$ cat config.mk
export PLATFORM = sky130hd
export DESIGN_NAME = muldiv_acc_flat
export DESIGN_NICKNAME = d
export VERILOG_FILES = /design/src/rtl/muldiv_pkg.sv /design/src/rtl/muldiv_acc_if.sv /design/src/rtl/muldiv_step.sv /design/src/rtl/muldiv_acc.sv /design/src/flat_wrapper.sv
export SDC_FILE = /design/constraint.sdc
export NUM_CORES = 1
export LEC_CHECK = 0
export CAP_MARGIN = 15
export CORE_UTILIZATION = 30
export DETAILED_ROUTE_END_ITERATION = 8
export GPL_TIMING_DRIVEN = 1
export HOLD_SLACK_MARGIN = 0.03
export SETUP_SLACK_MARGIN = 0.5
export SYNTH_ARGS = -nofsm -noshare
export SYNTH_HDL_FRONTEND = slang
export SYNTH_SLANG_ARGS = --single-unit
$ cat constraint.sdc
create_clock -name clk -period 4.8 [get_ports clk]
set_clock_uncertainty 0.15 [all_clocks]
set_input_delay 0.96 -clock clk [delete_from_list [all_inputs] [get_ports clk]]
set_output_delay 0.96 -clock clk [all_outputs]
set_load 0.02 [all_outputs]
$ cat src/rtl/muldiv_pkg.sv
// Shared op/state encodings and op-class helpers for the multiply/divide accelerator.
package muldiv_pkg;
  typedef enum logic [1:0] {DIVU = 2'b00, DIVS = 2'b01, MULU = 2'b10, MULS = 2'b11} t_md_op;
  typedef enum logic [1:0] {IDLE, CALC, FIX, DONE} t_md_state;

  function automatic logic is_signed(t_md_op op);
    return (op == DIVS) || (op == MULS);
  endfunction

  function automatic logic isMul(t_md_op op);
    return (op == MULU) || (op == MULS);
  endfunction
endpackage

$ cat src/rtl/muldiv_acc_if.sv
// Request/result handshake bundle between decode and the multiply/divide unit.
interface muldiv_acc_if #(
  parameter int WIDTH = 16,
  parameter int TAG_W = 4
);
  logic             in_valid;
  logic             in_ready;
  logic [1:0]       in_op;
  logic [WIDTH-1:0] in_a;
  logic [WIDTH-1:0] in_b;
  logic [TAG_W-1:0] in_tag;
  logic             out_valid;
  logic             out_ready;
  logic [WIDTH-1:0] out_q;
  logic [WIDTH-1:0] out_r;
  logic             out_dz;
  logic [TAG_W-1:0] out_tag;

  modport master (
    output in_valid, in_op, in_a, in_b, in_tag, out_ready,
    input  in_ready, out_valid, out_q, out_r, out_dz, out_tag
  );
  modport slave (
    input  in_valid, in_op, in_a, in_b, in_tag, out_ready,
    output in_ready, out_valid, out_q, out_r, out_dz, out_tag
  );
endinterface

$ cat src/rtl/muldiv_step.sv
// One combinational iteration: restoring-divide step or LSB-first shift-add multiply step.
module muldiv_step #(
  parameter int WIDTH = 16
) (
  input  logic             isMulOp,
  input  logic [WIDTH:0]   hi,
  input  logic [WIDTH-1:0] lo,
  input  logic [WIDTH-1:0] b,
  output logic [WIDTH:0]   hiNxt,
  output logic [WIDTH-1:0] loNxt
);
  logic [WIDTH:0] trial;
  logic [WIDTH:0] sum;

  always_comb begin
    trial = {hi[WIDTH-1:0], lo[WIDTH-1]};
    sum   = hi + {1'b0, b};
    hiNxt = trial;
    loNxt = {lo[WIDTH-2:0], 1'b0};
    if (isMulOp) begin
      // product accumulates in hi, multiplier bits retire out of lo
      if (lo[0]) begin
        hiNxt = {1'b0, sum[WIDTH:1]};
        loNxt = {sum[0], lo[WIDTH-1:1]};
      end else begin
        hiNxt = {1'b0, hi[WIDTH:1]};
        loNxt = {hi[0], lo[WIDTH-1:1]};
      end
    end else if (trial >= {1'b0, b}) begin
      hiNxt = trial - {1'b0, b};
      loNxt = {lo[WIDTH-2:0], 1'b1};
    end
  end
endmodule

$ cat src/rtl/muldiv_acc.sv
// Multi-cycle signed/unsigned multiply/divide with valid/ready handshake and abort flush.
module muldiv_acc
  import muldiv_pkg::*;
#(
  parameter int WIDTH = 16,
  parameter int SPC   = 1,
  parameter int TAG_W = 4
) (
  input  logic clk,
  input  logic resetN,
  input  logic abort,
  output logic busy,
  muldiv_acc_if.slave bus
);
  localparam int ITER = WIDTH / SPC;
  localparam int CW   = $clog2(ITER + 1);

  t_md_state state, stateNxt;
  t_md_op    op, inOp;
  logic [CW-1:0] cnt;
  logic accept, divZero, mulOp, negQ, negR;
  logic [WIDTH-1:0] aMagIn, bMagIn, bMag, lo, fixQ, fixR;
  logic [WIDTH:0]   hi;
  logic [2*WIDTH-1:0] prodRaw, prod;
  logic [SPC:0][WIDTH:0]   hiChain;
  logic [SPC:0][WIDTH-1:0] loChain;

  assign inOp    = t_md_op'(bus.in_op);
  assign accept  = bus.in_valid && bus.in_ready;
  assign divZero = !isMul(inOp) && (bus.in_b == '0);
  assign mulOp   = isMul(op);
  // |MIN| wraps to 2^(WIDTH-1), which is exactly the unsigned magnitude wanted
  assign aMagIn  = (is_signed(inOp) && bus.in_a[WIDTH-1]) ? -bus.in_a : bus.in_a;
  assign bMagIn  = (is_signed(inOp) && bus.in_b[WIDTH-1]) ? -bus.in_b : bus.in_b;

  assign hiChain[0] = hi;
  assign loChain[0] = lo;
  for (genvar i = 0; i < SPC; i++) begin : g_step
    muldiv_step #(.WIDTH(WIDTH)) uStep (
      .isMulOp(mulOp), .hi(hiChain[i]), .lo(loChain[i]), .b(bMag),
      .hiNxt(hiChain[i+1]), .loNxt(loChain[i+1])
    );
  end

  always_ff @(posedge clk or negedge resetN) begin
    if (!resetN) state <= IDLE;
    else         state <= stateNxt;
  end

  always_comb begin
    stateNxt = state;
    case (state)
      IDLE:    if (accept) stateNxt = divZero ? DONE : CALC;
      CALC:    if (cnt == CW'(1)) stateNxt = FIX;
      FIX:     stateNxt = DONE;
      DONE:    if (bus.out_ready) stateNxt = IDLE;
      default: stateNxt = IDLE;
    endcase
    if (abort) stateNxt = IDLE;
  end

  always_comb begin
    bus.in_ready = (state == IDLE) && !abort;
    busy         = (state != IDLE);
  end

  always_comb begin
    prodRaw = {hi[WIDTH-1:0], lo};
    prod    = negQ ? -prodRaw : prodRaw;
    fixQ    = negQ ? -lo : lo;
    fixR    = negR ? -hi[WIDTH-1:0] : hi[WIDTH-1:0];
    if (mulOp) begin
      fixQ = prod[WIDTH-1:0];
      fixR = prod[2*WIDTH-1:WIDTH];
    end
  end

  always_ff @(posedge clk) begin
    if (accept) begin
      op   <= inOp;
      bMag <= bMagIn;
      hi   <= '0;
      lo   <= aMagIn;
      negQ <= is_signed(inOp) && (bus.in_a[WIDTH-1] ^ bus.in_b[WIDTH-1]);
      negR <= is_signed(inOp) && bus.in_a[WIDTH-1];
    end else if (state == CALC) begin
      hi <= hiChain[SPC];
      lo <= loChain[SPC];
    end
  end

  always_ff @(posedge clk or negedge resetN) begin
    if (!resetN) begin
      cnt           <= '0;
      bus.out_valid <= 1'b0;
      bus.out_q     <= '0;
      bus.out_r     <= '0;
      bus.out_dz    <= 1'b0;
      bus.out_tag   <= '0;
    end else begin
      bus.out_valid <= (stateNxt == DONE);
      if (accept) cnt <= CW'(ITER);
      else if (state == CALC) cnt <= cnt - CW'(1);
      if (accept) begin
        bus.out_tag <= bus.in_tag;
        bus.out_dz  <= divZero;
        if (divZero) begin
          bus.out_q <= '1;
          bus.out_r <= bus.in_a;
        end
      end else if (state == FIX) begin
        bus.out_q <= fixQ;
        bus.out_r <= fixR;
      end
    end
  end
endmodule
$ cat src/flat_wrapper.sv
// flat-port wrapper written by rule: the top's interface ports become plain ports
module muldiv_acc_flat import muldiv_pkg::*;
#(
  parameter int WIDTH = 16,
  parameter int SPC   = 1,
  parameter int TAG_W = 4
)
  (clk, resetN, abort, busy, bus_in_valid, bus_in_op, bus_in_a, bus_in_b, bus_in_tag, bus_out_ready, bus_in_ready, bus_out_valid, bus_out_q, bus_out_r, bus_out_dz, bus_out_tag);
  muldiv_acc_if #(.WIDTH(WIDTH), .TAG_W(TAG_W)) bus_i ();
  input  logic clk;
  input  logic resetN;
  input  logic abort;
  output logic busy;
  input wire logic [$bits(bus_i.in_valid)-1:0] bus_in_valid;
  input wire logic [$bits(bus_i.in_op)-1:0] bus_in_op;
  input wire logic [$bits(bus_i.in_a)-1:0] bus_in_a;
  input wire logic [$bits(bus_i.in_b)-1:0] bus_in_b;
  input wire logic [$bits(bus_i.in_tag)-1:0] bus_in_tag;
  input wire logic [$bits(bus_i.out_ready)-1:0] bus_out_ready;
  output wire logic [$bits(bus_i.in_ready)-1:0] bus_in_ready;
  output wire logic [$bits(bus_i.out_valid)-1:0] bus_out_valid;
  output wire logic [$bits(bus_i.out_q)-1:0] bus_out_q;
  output wire logic [$bits(bus_i.out_r)-1:0] bus_out_r;
  output wire logic [$bits(bus_i.out_dz)-1:0] bus_out_dz;
  output wire logic [$bits(bus_i.out_tag)-1:0] bus_out_tag;
  assign bus_i.in_valid = bus_in_valid;
  assign bus_i.in_op = bus_in_op;
  assign bus_i.in_a = bus_in_a;
  assign bus_i.in_b = bus_in_b;
  assign bus_i.in_tag = bus_in_tag;
  assign bus_i.out_ready = bus_out_ready;
  assign bus_in_ready = bus_i.in_ready;
  assign bus_out_valid = bus_i.out_valid;
  assign bus_out_q = bus_i.out_q;
  assign bus_out_r = bus_i.out_r;
  assign bus_out_dz = bus_i.out_dz;
  assign bus_out_tag = bus_i.out_tag;
  muldiv_acc #(.WIDTH(WIDTH), .SPC(SPC), .TAG_W(TAG_W)) u_core (.clk(clk), .resetN(resetN), .abort(abort), .busy(busy), .bus(bus_i));
endmodule
; ---- Word level (Yosys, flattened, before mapping)
; Cells that the tools add are included.
[word_totals]
reg_bits = 98
elab_cells = 80
[op_classes]
n_addsub = 8
magnitude_cmp = 1
n_eq_ne = 11
n_mux = 29
bitwise_logic = 1
n_reduce_logical = 17
[op_table]
columns = operator, n
row1 = 16-bit two-way mux, 17
row2 = 16-bit negation, 4
row3 = 17-bit two-way mux, 2
row4 = 32-bit two-way mux, 1
row5 = 32-bit negation, 1
row6 = 17-bit by 16-bit adder with 17-bit output, 1
row7 = 17-bit by 16-bit >= comparator with 1-bit output, 1
row8 = 17-bit by 16-bit subtractor with 17-bit output, 1
row9 = 16-bit logical NOT, 1
row10 = 2-bit equality test (second input constant), 7
row11 = 2-bit two-way mux, 5
row12 = 5-bit two-way mux, 2
row13 = 2-bit case mux with 4 select lines, 1
row14 = 1-bit logical AND, 6
row15 = 2-bit nonzero test, 3
row16 = 5-bit by 1-bit equality test with 1-bit output (second input constant), 1
row17 = 5-bit by 1-bit subtractor with 5-bit output (second input constant), 1
row18 = 2-bit by 1-bit equality test with 1-bit output (second input constant), 2
row19 = 1-bit logical OR, 3
row20 = 1-bit logical NOT, 2
row21 = 2-bit logical NOT, 1
row22 = 2-bit != test (second input constant), 1
row23 = 2-bit AND reduction, 1
row24 = 1-bit two-way mux, 1
row25 = 1-bit XOR, 1

; ---- Logic depth before layout (Yosys ltp)
; Gate-level depths: netlist of run 1.
[depth]
ltp_word = 9
ltp_mapped = 11

; ---- By module
; A second synthesis of run 1 with hierarchy kept.
[hier_totals]
cells_unflattened = 881
area_unflattened_um2 = 7512.2
[by_module_without_submodules]
columns = module, n_inst, cells_each, area_per_inst_um2
row1 = muldiv_acc, 1, 557, 5139.9
row2 = muldiv_step, 1, 324, 2372.3

; ---- Worst setup path after synthesis of run 1
; Ideal clock, no wire load.
[synth_path]
path_type = input-to-reg
start = input abort
end = register u_core.lo[1], data pin
setup_ns = 0.305
arrival_time_ns = 2.861
required_time_ns = 4.345
path_slack_ns = 1.484
cell_stages = 6
path_buffers = 2
path_cell_list = nor2_1 nand2_1 inv_1 clkbuf_1 buf_1 a31oi_1
[synth_via]
elab_chain_len = 4
[synth_lines]
columns = item, line
row1 = "start, declared", flat_wrapper.sv:12  ; input logic abort;
row2 = 1-bit logical NOT, muldiv_acc.sv:63  ; bus.in_ready = (state == IDLE) && !abort;
row3 = 1-bit logical AND, muldiv_acc.sv:63
row4 = 1-bit logical AND, muldiv_acc.sv:29  ; assign accept = bus.in_valid && bus.in_ready;
row5 = via u_core.accept, muldiv_acc.sv:21  ; logic accept, divZero, mulOp, negQ, negR;
row6 = 16-bit two-way mux, muldiv_acc.sv:79  ; if (accept) begin
row7 = "end signal, assigned", muldiv_acc.sv:83  ; lo <= aMagIn;
row8 = "end signal, assigned", muldiv_acc.sv:88  ; lo <= loChain[SPC];
row9 = "end, declared", muldiv_acc.sv:22  ; logic [WIDTH-1:0] aMagIn, bMagIn, bMag, lo, fixQ, fixR;
; The timed path passes the listed nets, and every way through them passes these cells.
; A chain may end at the register's enable or synchronous reset.

; ---- Worst setup path in the final report of run 1
[layout_path]
start = input bus_in_b[6]
end = register u_core.bus.out_r[9]
[layout_via]
elab_chain_len = 4
[layout_lines]
columns = item, line
row1 = "start, declared", flat_wrapper.sv:17  ; input wire logic [$bits(bus_i.in_b)-1:0] bus_in_b;
row2 = 16-bit logical NOT, muldiv_acc.sv:30  ; assign divZero = !isMul(inOp) && (bus.in_b == '0);
row3 = 1-bit logical AND, muldiv_acc.sv:30
row4 = 2-bit != test (no source line), n/a
row5 = 2-bit AND reduction (no source line), n/a
row6 = "end signal, assigned", muldiv_acc.sv:109  ; bus.out_r <= bus.in_a;
row7 = "end signal, assigned", muldiv_acc.sv:113  ; bus.out_r <= fixR;
row8 = "end, declared", muldiv_acc_if.sv:25  ; output in_ready, out_valid, out_q, out_r, out_dz, out_tag
; No other way between the ends.

==> reports/results.tsv, run 1 <==
metric	value	unit
status	completed	
die_x	158	um
syn_area	7300	sq um
grt_antenna_before_repair	0	
rows	56	
ys_types	74	
ir_worst_vdd	216	uV
drt_pre_antenna_iters	5	
hp-class	in -> async	
crit_buf_inv	1	
crit_type	in -> reg	
avgRoutedWirePerCell	16.2	um
postCtsSetupBuffers	0	
final_cell_mix	nand2_1 (89), clkdlybuf4s50_1 (81), nor2_1 (79)	
grt_overflow	0	
syn_nets	946	
portBuffers	82	
max_freq	0.277	GHz
antennaDiodeCount	0	
synth_flop_cell	dfrtp_1	
globalplace.congestion	0.890	
cts_tree	yes	
crit_path_top_delay_cell	or4_4	
period_minus_slack	3610	ps
grt_max_degree	69	
slew_headroom	0.220	
final_common_cell	nand2_1	
vias	6498	
placed_area	8430	sq um
yosys_warnings	0	
tightest_slew	1160	ps
grt_usage	0.167	
cp-start-kind	primary input	
grt_pass1_vias	6062	
timing.final.crit_share	0.752	
cts_repair_resize_count	0	
post-route-cell-area	8750	sq um
hold_violations	0	
report.final.slew_viol_count	0	
ant_nets	0	
core	23700	sq um
cts_buffers	9	
critPathTopFamily	simple AND/OR/NAND/NOR gates	
yosysSeqAreaShare	0.345	
setup_viol	0	
grt_pass1_wl	32.4	mm
async_reset_ff_frac	0.464	
fillers	2510	
syn-mean-instance-area	8.46	sq um
nets	1011	
reg2reg_depth	10	
arrival	3770	ps
die-area	25000	sq um
cts_max_path_buffers	2	
drive_gt1_frac	0.0547	
r2r_start	u_core.hi[0]	
syn_to_final_growth	19.8	%
cp-end-kind	flip-flop	
clock_latency	370	ps
cts_num_sinks	97	
power.density	537	nW/um^2
io_pins	83	
maxCapViolCount	0	
drc	0	
via_per_inst	5.19	
synth_seq_cells	97	
r2r_setup_slack	1330	ps
synth-edff-count	35	
dp_hpwl	15.5	mm
path_cells	clkdlybuf4s50_1 -> or4_4 -> or3_4 -> nor3_4 -> nand2_2 -> nor2_4 -> or2_1 -> and3_1 -> a221o_1	
routed_wl	20.3	mm
drt_iter0_markers	378	
worst_r2r_endpoint	u_core.hi[13]	
fp.dieH	158	um
ctsRootBufferMaster	clkbuf_16	
cts_hold_buffers	0	
rsz0062_at_grt	no	
leakage	3.60	nW
htreeDepth	3	
path_clk_slew	80	ps
syn-instance-count	863	
fin_setup_tns	0	ps
start_util	0.308	
cp_slowest_stage_delay	550	ps
required	4960	ps
critical_path.max_fanout	14	
## cell usage after synthesis (3+ instances only)
cell type | number | share of area
nor2b_1 | 12 | 0.010
o31a_1 | 3 | 0.0036
buf_2 | 5 | 0.0034
o31ai_1 | 15 | 0.015
clkbuf_1 | 29 | 0.015
nor4_1 | 7 | 0.0060
o21ai_0 | 68 | 0.047
o211a_1 | 3 | 0.0041
o21a_1 | 9 | 0.0093
xor2_1 | 48 | 0.058
ha_1 | 38 | 0.065
o22ai_1 | 4 | 0.0034
dfxtp_1 | 17 | 0.047
nand2b_1 | 10 | 0.0086
and2_1 | 7 | 0.0060
a211oi_1 | 13 | 0.013
o21ai_1 | 3 | 0.0021
inv_1 | 39 | 0.020
a21oi_1 | 68 | 0.047
mux2_2 | 4 | 0.0062
nor2_1 | 79 | 0.041
nand2_1 | 89 | 0.046
nor3_1 | 36 | 0.025
mux2i_1 | 27 | 0.037
edfxtp_1 | 35 | 0.14
dfrtp_1 | 45 | 0.15
xnor2_1 | 32 | 0.038
nand4_1 | 6 | 0.0051
a31oi_1 | 10 | 0.0086
or4_1 | 3 | 0.0031
o41ai_1 | 5 | 0.0060
nand3_1 | 19 | 0.013
a21o_1 | 9 | 0.0093
or3_1 | 4 | 0.0034
a311oi_1 | 4 | 0.0048
o21bai_1 | 4 | 0.0041
## registers in the layout, summed over array words and instances (netlist names), 2 cells and up
signal	flops
u_core.lo	16
u_core.bus.out_r	16
u_core.bus.out_q	16
u_core.bMag	16
u_core.hi	17
u_core.state	2
u_core.cnt	5
u_core.bus.out_tag	4
## per-layer routing
metal	GRT usage	vias up	share of wire
li1	-	3249	-
met5	0	-	0
met2	0.269	180	0.45
met4	0.0421	0	0.015
met3	0.0331	17	0.057
met1	0.228	3052	0.48
## worst register-to-register path, cell delays in order (launching register included)
cell and delay [ps]:
dfxtp_1 420, ha_1 310, fa_1 450, a211oi_2 300, o21ai_1 170, a2111oi_0 480, nor3_1 220, a311o_1 390
o211a_1 200, a211oi_1 180, o21ai_1 90
## worst max path at each step
stage,slack [ps],start,to,depth (start not counted)
2_1_floorplan,1480,abort,u_core.lo[1],6
4_1_cts,1200,bus_in_b[6],u_core.bus.out_r[9],9
3_3_place_gp,870,bus_in_b[6],u_core.bus.out_r[9],9
5_1_grt,1010,bus_in_b[6],u_core.bus.out_r[14],9
6_report,1190,bus_in_b[6],u_core.bus.out_r[9],9
3_5_place_dp,810,bus_in_b[6],u_core.bus.out_r[9],9
## cell type report
class,count,area [sq um],share of cell area
Sequential cell,97,2520,0.288
Clock inverter,7,76.3,0.00872
Clock buffer,9,225,0.0257
Tap cell,319,399,0.0456
Inverter,40,150,0.0172
Multi-Input combinational cell,688,4480,0.512
Timing Repair Buffer,92,903,0.103
## metrics by stage
stage	instances	hold WS (ps)	utilization	power [mW]	worst slack [ps]
after floorplan	863	296	-	3.15	1480
after global placement	1235	316	0.356	3.92	868
after detailed placement	1235	318	0.356	3.95	815
after CTS	1251	337	0.369	4.70	1200
after global routing	1252	307	0.369	5.05	1010
final	1252	291	0.369	4.70	1190
## logic make-up (layout without fill, tap and decap cells)
family          count (synthesis)  count (layout)  synth area share
fa+ha+maj                      40              40            0.0706
compound gates                248             248             0.217
flops                          97              97             0.345
buf+inv                        78             148            0.0425
mux                            31              31            0.0432
simple gates                  289             289             0.186
xor+xnor                       80              80            0.0960
## where the power goes
part / switching, mW / leakage, nW / internal (mW)
Combinational: 1.39 / 2.39 / 1.13
Clock: 0.376 / 0.146 / 0.368
Sequential: 0.325 / 1.06 / 1.12
Note: power is estimated with default switching activity, not from simulation.
==> run 2: changes to the inputs <==
==> constraint.sdc (replaced) <==
create_clock -name clk -period 3.15 [get_ports clk]
set_clock_uncertainty 0.15 [all_clocks]
set_input_delay 0.63 -clock clk [delete_from_list [all_inputs] [get_ports clk]]
set_output_delay 0.63 -clock clk [all_outputs]
set_load 0.02 [all_outputs]
==> run 2 against run 1 <==
Via count grew 6.3%. Combinational power grew 99%. Flip-flop and latch count is the same. Largest power group unchanged. Utilization grew 5.0 points. Clock-buffer cell count is the same. Critical path depth grew 4.
==> reports/results.tsv, run 2 (same netlist as run 1, synthesis figures left out) <==
metric	value	unit	change
grt_pass1_vias	6676		was 6062
crit_type	reg -> reg		was in -> reg
hold_violations	0		unchanged
start_util	0.308		unchanged
arrival	3050	ps	was 3770 ps
globalplace.congestion	0.933		was 0.890
routed_wl	22.6	mm	was 20.3 mm
hp-class	reg -> reg		was in -> async
status	completed		unchanged
grt_usage	0.182		was 0.167
seqPwrFrac	0.252		was 0.307
period_minus_slack	2950	ps	
final_cell_mix	nand2_1 (87), clkdlybuf4s50_1 (76), nor2_1 (75)		was nand2_1 (89), clkdlybuf4s50_1 (81), nor2_1 (79)
rows	56		unchanged
htreeDepth	3		unchanged
nets	1088		was 1011
cts_tree	yes		unchanged
syn_to_final_growth	35.9	%	was 19.8%
critical_path.max_fanout	2		was 14
largest_register	u_core.hi		unchanged
die-area	25000	sq um	unchanged
grt_antenna_before_repair	0		unchanged
cp-end-kind	flip-flop		unchanged
largest_reg_flops	17		unchanged
setup_viol	0		unchanged
grt_pass1_wl	35.0	mm	was 32.4 mm
maxCapViolCount	0		unchanged
vias	6909		was 6498
rsz0062_at_grt	yes		was no
avgRoutedWirePerCell	17.0	um	was 16.2 um
final_core_util	0.419		was 0.369
clock_latency	370	ps	about the same
fp.dieH	158	um	unchanged
drc	0		unchanged
cts_max_path_buffers	2		unchanged
required	3240	ps	was 4960 ps
drt_pre_antenna_iters	5		unchanged
slew_headroom	0.513		was 0.220
final_common_cell	nand2_1		unchanged
ctsRootBufferMaster	clkbuf_16		unchanged
power_switching	3.54	mW	was 2.09 mW
dp_hpwl	16.2	mm	was 15.5 mm
p_sw_frac	0.427		was 0.445
grt_overflow	0		unchanged
drt_iter0_markers	466		was 378
cp_slowest_stage_delay	410	ps	was 550 ps
antennaDiodeCount	0		unchanged
ant_nets	0		unchanged
path_cells	buf_4 -> buf_6 -> ha_4 -> fa_2 -> nor2b_2 -> o31a_1 -> o211a_1 -> o21a_1 -> buf_4 -> o21a_1 -> or3_1 -> a31oi_1 -> a211oi_1		was clkdlybuf4s50_1 -> or4_4 -> or3_4 -> nor3_4 -> nand2_2 -> nor2_4 -> or2_1 -> and3_1 -> a221o_1
portBuffers	82		unchanged
tightest_slew	731	ps	was 1160 ps
fin_setup_tns	0	ps	unchanged
core	23700	sq um	unchanged
cp-start-kind	flip-flop		was primary input
cts_buffers	9		unchanged
crit_path_top_delay_cell	edfxtp_1		was or4_4
grt_max_degree	69		unchanged
via_per_inst	5.20		was 5.19
path_clk_slew	80	ps	about the same
timing.final.crit_share	0.938		
cts_num_sinks	97		unchanged
max_freq	0.338	GHz	
io_pins	83		unchanged
pre_cts_ws	-58.7	ps	was 815 ps
combPwrFrac	0.602		was 0.535
power_frac_clock	0.146		was 0.158
setup_ws	195	ps	was 1190 ps
crit_buf_inv	3		was 1
fillers	2403		was 2510
report.final.slew_viol_count	0		unchanged
drive_gt1_frac	0.188		was 0.0547
leakage	4.13	nW	was 3.60 nW
ir_worst_vdd	497	uV	was 216 uV
critPathTopFamily	compound AO/OA/AOI/OAI gates		was simple AND/OR/NAND/NOR gates
power.density	835	nW/um^2	was 537 nW/um^2
p_int	4.74	mW	was 2.61 mW
die_x	158	um	unchanged
[run 2: cell types whose count changed in the layout (fill, tap and decap cells not counted), moves of 6 or more]
cell     delta
buf_4      +59
a21oi_2     +6
buf_6       +6
o21ai_0    -15
a21oi_1     -7
o21ai_1     +9
[run 2: worst paths after layout]
kind,cells after the start,endpoint,slack [ps],from
worst max-delay path,13,u_core.hi[10],200,u_core.bMag[0]
worst min-delay path,2,u_core.hi[16],320,u_core.hi[16]
worst max register to register,13,u_core.hi[10],200,u_core.bMag[0]
worst min register to register,2,u_core.hi[16],320,u_core.hi[16]
max in group asynchronous,3,u_core.state[1],1860,resetN
min in group asynchronous,2,u_core.bus.out_q[10],500,resetN
[run 2: layer usage]
| layer | track usage | vias to the layer above | routed length (um) |
|---|---|---|---|
| li1 | - | 3397 | - |
| met1 | 0.240 | 3266 | 10100 |
| met4 | 0.0659 | 0 | 479 |
| met2 | 0.299 | 213 | 10500 |
| met5 | 0 | - | 0 |
| met3 | 0.0290 | 33 | 1450 |
[run 2: area by class of cell]
cell class | count | area (sq um) | share of cell area
clock buffer | 9 | 225 | 0.0227
clock inverter | 7 | 86.3 | 0.00870
inverter | 40 | 150 | 0.0151
multi-input combinational | 688 | 4870 | 0.491
sequential | 97 | 2520 | 0.254
tap | 319 | 399 | 0.0402
timing repair buffer | 169 | 1670 | 0.168
[run 2: worst min-delay path, stage by stage, from the launching register on]
cell	delay, ps
dfxtp_1	320
nand2_1	60
o21ai_1	50
[run 2: metrics by stage]
step	hold WS, ps	std cells	total power [mW]	instance area [sq um]
2_1_floorplan	184	863	4.81	7320
3_3_place_gp	311	1277	6.18	8820
3_5_place_dp	319	1277	6.23	8820
4_1_cts	331	1314	7.93	9580
5_1_grt	355	1329	8.82	9920
6_report	319	1329	8.28	9920
[run 2: power by group through the flow]
stage | sequential (mW) | combinational (mW) | clock [mW]
3_3_place_gp | 2.10 | 4.08 | 0
6_report | 2.09 | 4.99 | 1.21
4_1_cts | 2.08 | 4.63 | 1.21
5_1_grt | 2.14 | 5.42 | 1.26
2_1_floorplan | 2.26 | 2.56 | 0
3_5_place_dp | 2.10 | 4.13 | 0
[run 2: timing repair]
action                                  in CTS  in global routing
endpoints found under the hold margin        0                  7
hold buffers                                 0                  1
gates cloned                                 4                  1
pin swaps                                   33                 33
setup buffers                               17                 12
endpoints found under the setup margin      48                 52
resized for setup                           58                 54
==> run 3: changes to the inputs <==
--- a/config.mk
+++ b/config.mk
@@ -5,7 +5,9 @@
 export SDC_FILE = /design/constraint.sdc
 export NUM_CORES = 1
 export LEC_CHECK = 0
+export ABC_AREA = 1
 export CAP_MARGIN = 15
+export CORE_ASPECT_RATIO = 1.25
 export CORE_UTILIZATION = 30
 export DETAILED_ROUTE_END_ITERATION = 8
 export GPL_TIMING_DRIVEN = 1
==> run 3 against run 2 <==
Worst hold slack worse by 6.7 ps. Clock power is 11% lower. Worst setup slack better by 460 ps. Sequential power is 3% higher. Die area is 14% higher. Synthesized cell count is 51% higher.
==> reports/results.tsv, run 3 <==
metric	value	unit	change
status	completed		unchanged
r2r_start	u_core.hi[4]		was u_core.bMag[0]
critical_path.max_fanout	23		was 2
required	3270	ps	was 3240 ps
ant_nets	0		unchanged
ys_types	43		was 74
drt_pre_antenna_iters	5		unchanged
synth-adder-area-share	0.0619		was 0.0706
globalplace.congestion	0.929		was 0.933
path_clk_slew	80	ps	about the same
post-route-cell-area	9990	sq um	was 9920 sq um
routed_wl	28.3	mm	was 22.6 mm
cts_max_path_buffers	2		unchanged
grt_antenna_before_repair	0		unchanged
cts_num_sinks	97		unchanged
cts_tree	yes		unchanged
synth-edff-count	35		unchanged
dp_hpwl	22.1	mm	was 16.2 mm
htreeDepth	3		unchanged
final_cell_mix	nand2_1 (393), inv_1 (208), nand3_1 (123)		was nand2_1 (87), clkdlybuf4s50_1 (76), nor2_1 (75)
fp.dieH	188	um	was 158 um
core	27100	sq um	was 23700 sq um
grt_pass1_vias	8279		was 6676
synth_seq_cells	97		unchanged
placed_area	9640	sq um	was 8820 sq um
crit_path_top_delay_cell	clkdlybuf4s50_1		was edfxtp_1
portBuffers	82		unchanged
largest_reg_flops	17		unchanged
synth_flop_cell	dfrtp_1		unchanged
clock_latency	360	ps	was 370 ps
rsz0062_at_grt	yes		unchanged
max_freq	0.401	GHz	was 0.338 GHz
report.final.slew_viol_count	0		unchanged
vias	8688		was 6909
via_per_inst	4.97		was 5.20
synth_top_area_frac	0.177		was 0.154
synthXorXnorAreaFrac	0.0410		was 0.0960
grt_usage	0.205		was 0.182
fin_setup_tns	0	ps	unchanged
yosys.cell_count.top_type	nand2_1		unchanged
drc	0		unchanged
syn_nets	1389		was 946
arrival	2610	ps	was 3050 ps
syn-instance-count	1306		was 863
yosys.area.top_type	nand2_1		was dfrtp_1
die_x	151	um	was 158 um
power_frac_clock	0.132		was 0.146
timing.final.crit_share	0.792		was 0.938
hold_violations	0		unchanged
p_int	4.16	mW	was 4.74 mW
nets	1481		was 1088
syn_area	8330	sq um	was 7300 sq um
slew_headroom	0.466		was 0.513
start_util	0.308		about the same
die-area	28500	sq um	was 25000 sq um
path_cells	clkdlybuf4s50_1 -> inv_1 -> ha_1 -> nand3_2 -> nor2_1 -> nand2_1 -> nor3_4 -> nand4_4 -> nand2_4 -> buf_6 -> nand2_1 -> o21ai_0		was buf_4 -> buf_6 -> ha_4 -> fa_2 -> nor2b_2 -> o31a_1 -> o211a_1 -> o21a_1 -> buf_4 -> o21a_1 -> or3_1 -> a31oi_1 -> a211oi_1
hp-class	reg -> reg		unchanged
setup_viol	0		unchanged
synth_compound_area_frac	0.126		was 0.217
syn_to_final_growth	19.8	%	was 35.9%
drive_gt1_frac	0.0542		was 0.188
grt_pass1_wl	44.4	mm	was 35.0 mm
pre_cts_ws	218	ps	was -58.7 ps
io_pins	83		unchanged
ir_worst_vdd	404	uV	was 497 uV
cts_buffers	9		unchanged
fin_total_pwr	8.24	mW	was 8.28 mW
synth-simple-area-share	0.352		was 0.186
tightest_slew	802	ps	was 731 ps
crit_type	in -> reg		was reg -> reg
synthMuxAreaShare	0		was 0.0432
antennaDiodeCount	0		unchanged
yosys_warnings	0		unchanged
p_sw_frac	0.495		was 0.427
rows	67		was 56
period_minus_slack	2490	ps	was 2950 ps
ctsRootBufferMaster	clkbuf_16		unchanged
hp-start	u_core.cnt[3]		was u_core.hi[16]
grt_overflow	0		unchanged
maxCapViolCount	0		unchanged
seqPwrFrac	0.261		was 0.252
power.density	825	nW/um^2	was 835 nW/um^2
critical_path.most_common_cell	nand2_1		
yosysSeqAreaShare	0.302		was 0.345
largest_register	u_core.hi		unchanged
async_reset_ff_frac	0.464		unchanged
leakage	5.02	nW	was 4.13 nW
ys_top_cells_by_area	nand2_1 (18%), dfrtp_1 (14%), edfxtp_1 (13%)		was dfrtp_1 (15%), edfxtp_1 (14%), ha_1 (6.5%)
grt_max_degree	55		was 69
synth_top_family_by_area	simple AND/OR/NAND/NOR gates		was compound AO/OA/AOI/OAI gates
r2r_setup_slack	660	ps	was 200 ps
critPathLaunch	bus_in_b[0]		was u_core.bMag[0]
setup_ws	655	ps	was 195 ps
final_common_cell	nand2_1		unchanged
avgRoutedWirePerCell	16.2	um	was 17.0 um
syn-mean-instance-area	6.38	sq um	was 8.46 sq um
cp-start-kind	primary input		was flip-flop
combPwrFrac	0.607		was 0.602
cp-end-kind	flip-flop		unchanged
power_switching	4.08	mW	was 3.54 mW
synth_top_cells_by_count	nand2_1 (393), inv_1 (208), nand3_1 (124), nor2_1 (121), o21ai_0 (75)		was nand2_1 (89), nor2_1 (79), a21oi_1 (68), o21ai_0 (68), xor2_1 (48)
drt_iter0_markers	638		was 466
fillers	2933		was 2403
cp_slowest_stage_delay	420	ps	was 410 ps
## run 3: cell types whose count changed after synthesis, moves of 11 or more
cell,change
nand4_1,+13
nor3_1,-24
mux2i_1,-27
o31ai_1,-15
nor2b_1,-12
inv_1,+169
xor2_1,-16
nand2_1,+304
clkbuf_1,-11
nand3_1,+105
xnor2_1,-25
nor2_1,+42
a211oi_1,-13
## run 3: cell type report
type                    instances  area (sq um)  area share
clock buffers                  10           229      0.0229
flip-flops and latches         97          2520       0.253
clock inverters                 6          50.0     0.00501
multi-input cells             962          4870       0.488
well taps                     345           432      0.0432
inverters                     213           800      0.0801
repair buffers                115          1080       0.109
## run 3: metrics by stage
stage                     hold WS [ps]  utilization  instances
after CTS                          314        0.367       1745
after global routing               330        0.369       1748
final                              313        0.369       1748
after global placement             303        0.356       1728
after detailed placement           309        0.356       1728
after floorplan                    184            -       1306
## run 3: power by group through the flow
stage / logic, mW / clock network [mW] / registers [mW]
after floorplan: 2.95 / 0 / 2.35
after global placement: 4.89 / 0 / 2.16
after detailed placement: 4.92 / 0 / 2.15
after CTS: 4.95 / 1.10 / 2.14
after global routing: 5.57 / 1.16 / 2.19
final: 5.00 / 1.08 / 2.15
## run 3: final timing paths
path,cells after the start,end
min in group asynchronous,2,u_core.bus.out_q[6]
max in group asynchronous,3,u_core.bus.out_tag[3]
max reg2reg,9,u_core.lo[0]
min reg2reg,1,u_core.cnt[3]
max,12,u_core.bus.out_r[8]
min,1,u_core.cnt[3]
## run 3: routing by layer
layer / wire length (um) / vias to the layer above / GRT usage
li1: - / 4406 / -
met1: 12000 / 3941 / 0.259
met2: 13800 / 293 / 0.344
met3: 1580 / 48 / 0.0303
met4: 850 / 0 / 0.0838
met5: 0 / - / 0
## run 3: logic make-up (layout without fill, tap and decap cells)
logic type	after synthesis	after routing
compound gates	191	191
xor+xnor	39	39
flops	97	97
fa+ha+maj	40	40
simple gates	692	692
buf+inv	247	344
## run 3: worst max-delay path, delay by kind of cell
family / cells / cell delay, ps
simple gates: 7 / 870
buf+inv: 3 / 720
fa+ha+maj: 1 / 180
compound gates: 1 / 200
## run 3: timing repair
action | 4_1_cts | 5_1_grt
gates resized for setup | 0 | 10
setup buffers | 0 | 3
setup endpoints to repair | 0 | 24
hold buffers | 1 | 0
endpoints found under the hold margin | 9 | 0
